[src/rtl/instr_fetch_queue.sv]
// rtl/instr_fetch_queue.sv - instruction fetch unit with a small in-order instruction queue
//
// Purpose:
//   Issues one word-aligned read per cycle to a single-cycle-latency instruction
//   memory. Responses are buffered in a DEPTH-entry FIFO tagged with their
//   fetch address. Decode drains the FIFO through a valid/ready handshake.
//   A redirect from execute flushes the queue and restarts fetch at the target.
//
// Ports:
//   clk            in   1   clock, all state updates on the rising edge
//   reset          in   1   synchronous, active-high reset
//   imem_req       out  1   read request issued this cycle
//   imem_addr      out  32  word-aligned read address, valid with imem_req
//   imem_rdata     in   32  read data, valid the cycle after the request
//   redirect_valid in   1   branch/jump redirect from execute
//   redirect_pc    in   32  redirect target (low two bits ignored)
//   out_valid      out  1   queue head holds an instruction for decode
//   out_instr      out  32  head instruction word
//   out_pc         out  32  address of the head instruction
//   out_ready      in   1   decode accepts the head this cycle

module instr_fetch_queue #(
    parameter logic [31:0] RESET_PC = 32'h0000_0000,
    parameter int unsigned DEPTH    = 4
) (
    input  logic        clk,
    input  logic        reset,
    output logic        imem_req,
    output logic [31:0] imem_addr,
    input  logic [31:0] imem_rdata,
    input  logic        redirect_valid,
    input  logic [31:0] redirect_pc,
    output logic        out_valid,
    output logic [31:0] out_instr,
    output logic [31:0] out_pc,
    input  logic        out_ready
);

    localparam int unsigned AW = (DEPTH > 1) ? $clog2(DEPTH) : 1;
    localparam int unsigned CW = $clog2(DEPTH + 1);

    // DEPTH at the widths of the occupancy sum and of the entry counter
    localparam logic [CW:0]   DEPTH_OCC = (CW + 1)'(DEPTH);
    localparam logic [CW-1:0] DEPTH_CNT = CW'(DEPTH);

    // ------------------------------------------------------------------
    // State
    // ------------------------------------------------------------------
    logic [31:0]   fetch_pc_q,    fetch_pc_d;
    logic [CW-1:0] count_q,       count_d;
    logic          inflight_q,    inflight_d;
    logic [31:0]   inflight_pc_q, inflight_pc_d;
    logic [AW-1:0] rd_ptr_q,      rd_ptr_d;
    logic [AW-1:0] wr_ptr_q,      wr_ptr_d;

    logic [31:0]   instr_mem_q [DEPTH];
    logic [31:0]   pc_mem_q    [DEPTH];

    // ------------------------------------------------------------------
    // Control
    // ------------------------------------------------------------------
    logic [CW:0]   occupancy;
    logic          fetch_go;
    logic          push;
    logic          pop;
    logic [31:0]   redirect_target;

    // Entries already held plus the response still on its way back. A pop in
    // the current cycle is deliberately not credited, so a response can never
    // arrive into a full queue.
    assign occupancy = {1'b0, count_q} + {{CW{1'b0}}, inflight_q};

    assign fetch_go  = !reset && !redirect_valid && (occupancy < DEPTH_OCC);

    // A response returning during a redirect belongs to the old stream and is
    // dropped; one returning during reset is dropped as well.
    assign push      = inflight_q && !redirect_valid && !reset;

    assign out_valid = !reset && !redirect_valid && (count_q != '0);
    assign pop       = out_valid && out_ready;

    assign redirect_target = redirect_pc & 32'hFFFF_FFFC;

    assign imem_req  = fetch_go;
    assign imem_addr = fetch_pc_q;

    assign out_instr = instr_mem_q[rd_ptr_q];
    assign out_pc    = pc_mem_q[rd_ptr_q];

    // ------------------------------------------------------------------
    // Next-state logic
    // ------------------------------------------------------------------
    always_comb begin
        fetch_pc_d    = fetch_pc_q;
        count_d       = count_q;
        inflight_d    = 1'b0;
        inflight_pc_d = inflight_pc_q;
        rd_ptr_d      = rd_ptr_q;
        wr_ptr_d      = wr_ptr_q;

        if (redirect_valid) begin
            // Flush everything; no request goes out this cycle, so nothing
            // from the old stream can return next cycle either.
            fetch_pc_d = redirect_target;
            count_d    = '0;
            rd_ptr_d   = '0;
            wr_ptr_d   = '0;
        end else begin
            if (fetch_go) begin
                // Natural 32-bit wrap takes 0xFFFF_FFFC to 0x0000_0000.
                fetch_pc_d    = fetch_pc_q + 32'd4;
                inflight_pc_d = fetch_pc_q;
                inflight_d    = 1'b1;
            end

            if (push) begin
                wr_ptr_d = wr_ptr_q + 1'b1;
            end

            if (pop) begin
                rd_ptr_d = rd_ptr_q + 1'b1;
            end

            unique case ({push, pop})
                2'b10:   count_d = count_q + 1'b1;
                2'b01:   count_d = count_q - 1'b1;
                default: count_d = count_q;
            endcase
        end
    end

    // ------------------------------------------------------------------
    // Registers; reset overrides redirect and handshakes
    // ------------------------------------------------------------------
    always_ff @(posedge clk) begin
        if (reset) begin
            fetch_pc_q    <= RESET_PC;
            count_q       <= '0;
            inflight_q    <= 1'b0;
            inflight_pc_q <= RESET_PC;
            rd_ptr_q      <= '0;
            wr_ptr_q      <= '0;
        end else begin
            fetch_pc_q    <= fetch_pc_d;
            count_q       <= count_d;
            inflight_q    <= inflight_d;
            inflight_pc_q <= inflight_pc_d;
            rd_ptr_q      <= rd_ptr_d;
            wr_ptr_q      <= wr_ptr_d;
        end
    end

    // Queue storage carries no reset; validity is tracked by count_q alone.
    always_ff @(posedge clk) begin
        if (push) begin
            instr_mem_q[wr_ptr_q] <= imem_rdata;
            pc_mem_q[wr_ptr_q]    <= inflight_pc_q;
        end
    end

    // ------------------------------------------------------------------
    // Invariants
    // ------------------------------------------------------------------
    // The credit rule must make a push into a full queue impossible.
    a_no_push_when_full : assert property (@(posedge clk)
        !(push && (count_q == DEPTH_CNT)));

    a_count_in_range : assert property (@(posedge clk)
        count_q <= DEPTH_CNT);

endmodule

[config.mk]
export PLATFORM = sky130hd
export DESIGN_NAME = instr_fetch_queue
export DESIGN_NICKNAME = d
export VERILOG_FILES = /design/src/rtl/instr_fetch_queue.sv
export SDC_FILE = /design/constraint.sdc
export NUM_CORES = 1
export LEC_CHECK = 0
export BUFFER_PORTS_ARGS = -buffer_cell sky130_fd_sc_hd__buf_2
export CAP_MARGIN = 20
export CORE_MARGIN = 10
export CORE_UTILIZATION = 39
export DETAILED_ROUTE_END_ITERATION = 12
export PLACE_DENSITY = 0.63
export SYNTH_ARGS = -nofsm -noshare
export SYNTH_HDL_FRONTEND = slang
export SYNTH_SLANG_ARGS = --single-unit
[constraint.sdc]
create_clock -name clk -period 3.8 [get_ports clk]
set_clock_uncertainty 0.1 [all_clocks]
set_input_delay 0.76 -clock clk [delete_from_list [all_inputs] [get_ports clk]]
set_output_delay 0.76 -clock clk [all_outputs]
set_load 0.01 [all_outputs]
[After elaboration in Yosys (flattened, before gate mapping)]
Memories as Yosys holds them, arrays and structs flattened. A register that Yosys moved wholly into a read port is not among the register bits.
Cells that the tools add are included.
Operators by class
  add/subtract/negate cells: 6
  equality and inequality tests: 2
  multipliers: 0
  bitwise logic cells: 1
  div/mod/pow operators: 0
  reduce and logical (&&, ||, !) cells: 13
  $lt $le $gt $ge: 1
  mux-type cells: 10
  shifts and indexed selects: 0
Operators by type and width (count)
  32-bit two-way mux: 2
  32-bit by 3-bit adder with 32-bit output (second input constant): 1
  2-bit two-way mux: 4
  1-bit logical AND: 6
  3-bit one-hot mux with 2 select lines: 1
  2-bit by 1-bit adder with 2-bit output (second input constant): 2
  3-bit by 1-bit adder with 4-bit output: 1
  4-bit by 3-bit less-than comparator with 1-bit output (second input constant): 1
  2-bit nonzero test: 2
  3-bit by 1-bit adder with 3-bit output (second input constant): 1
  1-bit two-way mux: 3
  3-bit nonzero test: 1
  3-bit by 1-bit subtractor with 3-bit output (second input constant): 1
  2-bit by 1-bit == test with 1-bit output (second input constant): 1
  2-bit == test (second input constant): 1
  1-bit logical NOT: 2
  2-bit AND reduction: 1
  2-bit OR reduction: 1
  1-bit inverter: 1
Word-level totals
  ROM bits: 0
  output and inout bits: 98
  register bits after elaboration: 72
  RAM bits: 256
  memories kept: 2
  bits in latches: 0
  input port bits: 68
  logic and storage cells: 42
Memory list
  instr_mem_q: words 4, width 32, rd ports 1, clocked after Yosys merged registers in 1, wr ports 1, RTL line 56  | logic [31:0] instr_mem_q [DEPTH];
  pc_mem_q: words 4, width 32, rd ports 1, clocked after Yosys merged registers in 1, wr ports 1, RTL line 57  | logic [31:0] pc_mem_q [DEPTH];

[Depth between registers and ports, before layout]
  depth after elaboration: 6
  gate-level depth with buffers: 9
  gate-level depth less buffers: 8

[Least setup slack after synthesis]
No wires, ideal clock.
  kind: input port to flip-flop
  from: input port reset
  to: memory instr_mem_q[0][0] (enable)
  path slack: 0.585 ns
  data required time: 3.273 ns
  arrival: 2.688 ns
  path buffers: 1
  cell stages on the path: 3
  setup time: 0.427 ns
  cell sequence: clkbuf_1 -> nor2_1 -> and3_1
Between the ends
  cells in the longest elaborated chain, start to end: 4
RTL lines
  start, declared: RTL line 27  | input logic reset,
  1-bit logical NOT: RTL line 77  | assign push = inflight_q && !redirect_valid && !reset;
  1-bit logical AND: RTL line 77
  1-bit two-way mux: RTL line 155  | if (push) begin
  1-bit two-way mux (not written as such): RTL line 156  | instr_mem_q[wr_ptr_q] <= imem_rdata;
  end, declared: RTL line 56
No other way between the ends.

==> metrics.txt <==
nets=989; Max Slew Vio Count=0; Resize count post-CTS=0; Peak VDD IR=roughly 240 µV; Hold Path Cell Cnt=1; Mean Syn Cell Area=roughly 17 µm²; DR vias=around 7,000; status=finished, final reports clean; Worst-Skew Late Latency=around 0.5 ns; commonest cells in the netlist=edfxtp_1 (248), nand2_1 (90), dfxtp_1 (70); H-tree depth=2; final wirelength=about 27 mm; crit-path max FO=25; input/output buffers=around 160; Pre-antenna DRT Iters=5; share of the synthesized area in the top cell type=0.6086; diode count=0; XOR/XNOR Fraction of Synth Area=0.01431; Tot GR Track Use=0.1399; Core Area=just over 30,000 µm²; post-synthesis async set-or-reset flop share=0; footprint of the multi-input gates=3173 µm²; slew margin rel.=0.4781; Post-Synth Simple-Gate Area=0.07147; vias in the first global route=a little over 7,000; post-synthesis sequential area ratio=0.7231; Chip Width=between 150 and 200 µm; worst path required time=slightly below 3 ns; pin count of the biggest net entering global routing=59; Hold Fails Final Rpt=0; DR iter-0 viols=~440; Synth Instances=740; Final ANT Viol Nets=0; register area=between 8000 and 9000 µm²; DRC errors left=0; Comb power frac=0.033; worst hold path type=input port to register; Clk pwr share=0.434; CP Launch Type=register; DPL Wire Length=approximately 18 mm; CTS Buf Count=35; r2r worst-path depth=8; worst hold slack=~0.38 ns; Synth area leaders=edfxtp_1 (61%), dfxtp_1 (11%), mux4_2 (11%), nand2_1 (2.8%), a21oi_1 (1.9%); Post-CTS Repair Setup Buffers=0; Rows=64; P per Cell Area=just under 500 nW/µm²; Worst Path Arrival=between 2 and 2.5 ns; I/O Pins=between 150 and 200; initial antenna violation count=0; first-pass GRT wire length=42.30 mm; mux contribution to synthesized area=0.1200; predominant post-synthesis flop cell=edfxtp_1; post-synth cell types=52; layout cells sized above 1=0.3248; grt total ovfl=0; largest family of logic cells by synthesized area=multiplexers; Post-Synth Adder-Cell Area=0.007771; f_max=0.3180 GHz; Seq pwr share=0.533; Psw=roughly 1.5 mW; die footprint=38,860 µm²; GP Congestion=between 0.7 and 0.8; period utilization=0.8275; Compound-Gate Fraction of Synth Area=0.04264; synthesized area=approximately 12,000 µm²; Worst Setup End Kind=primary output; WL/cell=roughly 20 µm; Setup CP Type=register to primary output; Layout area overhead=19.94%; switching part of the total power=0.2047; setup TNS=0 ns; Max clock buf depth=3; leakage=5.143 nW; synth warn=0; crit path time final=between 3 and 4 ns; starting density of the core=0.3979; Post-synth EDFFs=roughly 250; Tightest Pin Transition=between 0.7 and 0.8 ns; die height=around 200 µm; post-synthesis register bit count=318; Reg clk slew, reported paths=0.05 ns; CTS Hold Buffers Added=0; Internal=approximately 5.7 mW; CTS tree=built; largest area contributor in the synthesized netlist=edfxtp_1; number of fill cells in the layout=~2,700; final setup fails=0; RSZ-0062 raised after global routing=no; clock root cell=clkbuf_16; Max-Cap Viols=0; most frequent cell after synthesis=edfxtp_1; CTS sink cnt=approximately 320; vias per inst=5.203
==> routing by layer <==
| layer | track usage | vias to the layer above | routed length (µm) |
|---|---|---|---|
| met3 | 0.03612 | 35 | 1753 |
| li1 | - | 3221 | - |
| met1 | 0.1890 | 3458 | 12190 |
| met5 | 0 | - | 0 |
| met4 | 0.03760 | 0 | 495 |
| met2 | 0.2202 | 232 | 12700 |
==> metrics by stage <==
stage | power (mW) | cells | area (µm²) | setup slack (ns) | util
after global placement | 4.143 | 1273 | 13600 | 0.7988 | 0.4423
final | 7.197 | 1335 | 14680 | 0.6555 | 0.4773
after floorplan | 4.019 | 743 | 12250 | 0.5849 | -
after detailed placement | 4.149 | 1273 | 13600 | 0.7863 | 0.4423
after CTS | 7.293 | 1335 | 14680 | 0.5688 | 0.4773
after global routing | 7.487 | 1335 | 14680 | 0.5040 | 0.4773
==> cell usage in the layout, fill, tap and decap left out, drive strengths merged, types with 4 or more instances in the layout <==
| cell | n |
|---|---|
| edfxtp | 248 |
| buf | 179 |
| nand2 | 90 |
| dfxtp | 70 |
| mux4 | 62 |
| a21oi | 47 |
| clkbuf | 45 |
| nor2 | 26 |
| clkinv | 14 |
| nand4 | 13 |
| inv | 13 |
| a31oi | 11 |
| xor2 | 10 |
| xnor2 | 10 |
| o22ai | 9 |
| nand3 | 8 |
| nor3 | 8 |
| and3 | 7 |
| nor2b | 6 |
| ha | 6 |
| mux2i | 5 |
| a22oi | 5 |
| or4 | 5 |
| or3 | 4 |
| conb | 4 |
==> worst paths after layout <==
kind | from | end | slack (ns)
setup reg to reg | count_q[0]$_SDFFE_PP0P_ | count_q[2]$_SDFFE_PP0P_ | 1.39
setup / recovery | register | out_pc[19] | 0.66
hold reg to reg | inflight_pc_q[29]$_SDFFE_PP0P_ | pc_mem_q[3][29]$_DFFE_PP_ | 0.40
hold / removal | imem_rdata[17] | instr_mem_q[2][17]$_DFFE_PP_ | 0.38
==> state kept, by name (all words and copies together) (netlist names), named ones only <==
| name | count |
|---|---|
| wr_ptr_q | 2 |
| rd_ptr_q | 2 |
| pc_mem_q | 120 |
| inflight_pc_q | 30 |
| count_q | 3 |
| instr_mem_q | 128 |
| imem_addr | 30 |
| inflight_q | 1 |
==> cell families (layout without fill, tap and decap cells) <==
| logic type | count (synthesis) | count (layout) |
|---|---|---|
| flip-flops | 318 | 318 |
| adder cells (fa/ha/maj) | 7 | 7 |
| AO/OA/AOI/OAI | 87 | 87 |
| other | 1 | 4 |
| XOR/XNOR | 20 | 20 |
| AND/OR/NAND/NOR | 182 | 182 |
| buffers and inverters | 56 | 252 |
| multiplexers | 69 | 69 |
==> worst max-delay path: stages (launching register included) <==
cell and delay (ns):
dfxtp_4 0.75, buf_4 0.32, mux4_2 0.53, buf_2 0.16
==> power by group through the flow <==
stage / Combinational (mW) / Sequential (mW) / Clock (mW)
2_1_floorplan: 0.121 / 3.90 / 0
3_3_place_gp: 0.237 / 3.91 / 0
3_5_place_dp: 0.240 / 3.91 / 0
4_1_cts: 0.240 / 3.84 / 3.22
5_1_grt: 0.263 / 3.84 / 3.38
6_report: 0.236 / 3.84 / 3.12
==> area by class of cell <==
cell class,instances,area share
Sequential cell,318,0.6034
Timing Repair Buffer,179,0.07042
Clock inverter,17,0.008355
Clock buffer,45,0.06505
Multi-Input combinational cell,369,0.2162
Tap cell,396,0.03376
Inverter,11,0.002813
Note: power is estimated with default switching activity, not from simulation.
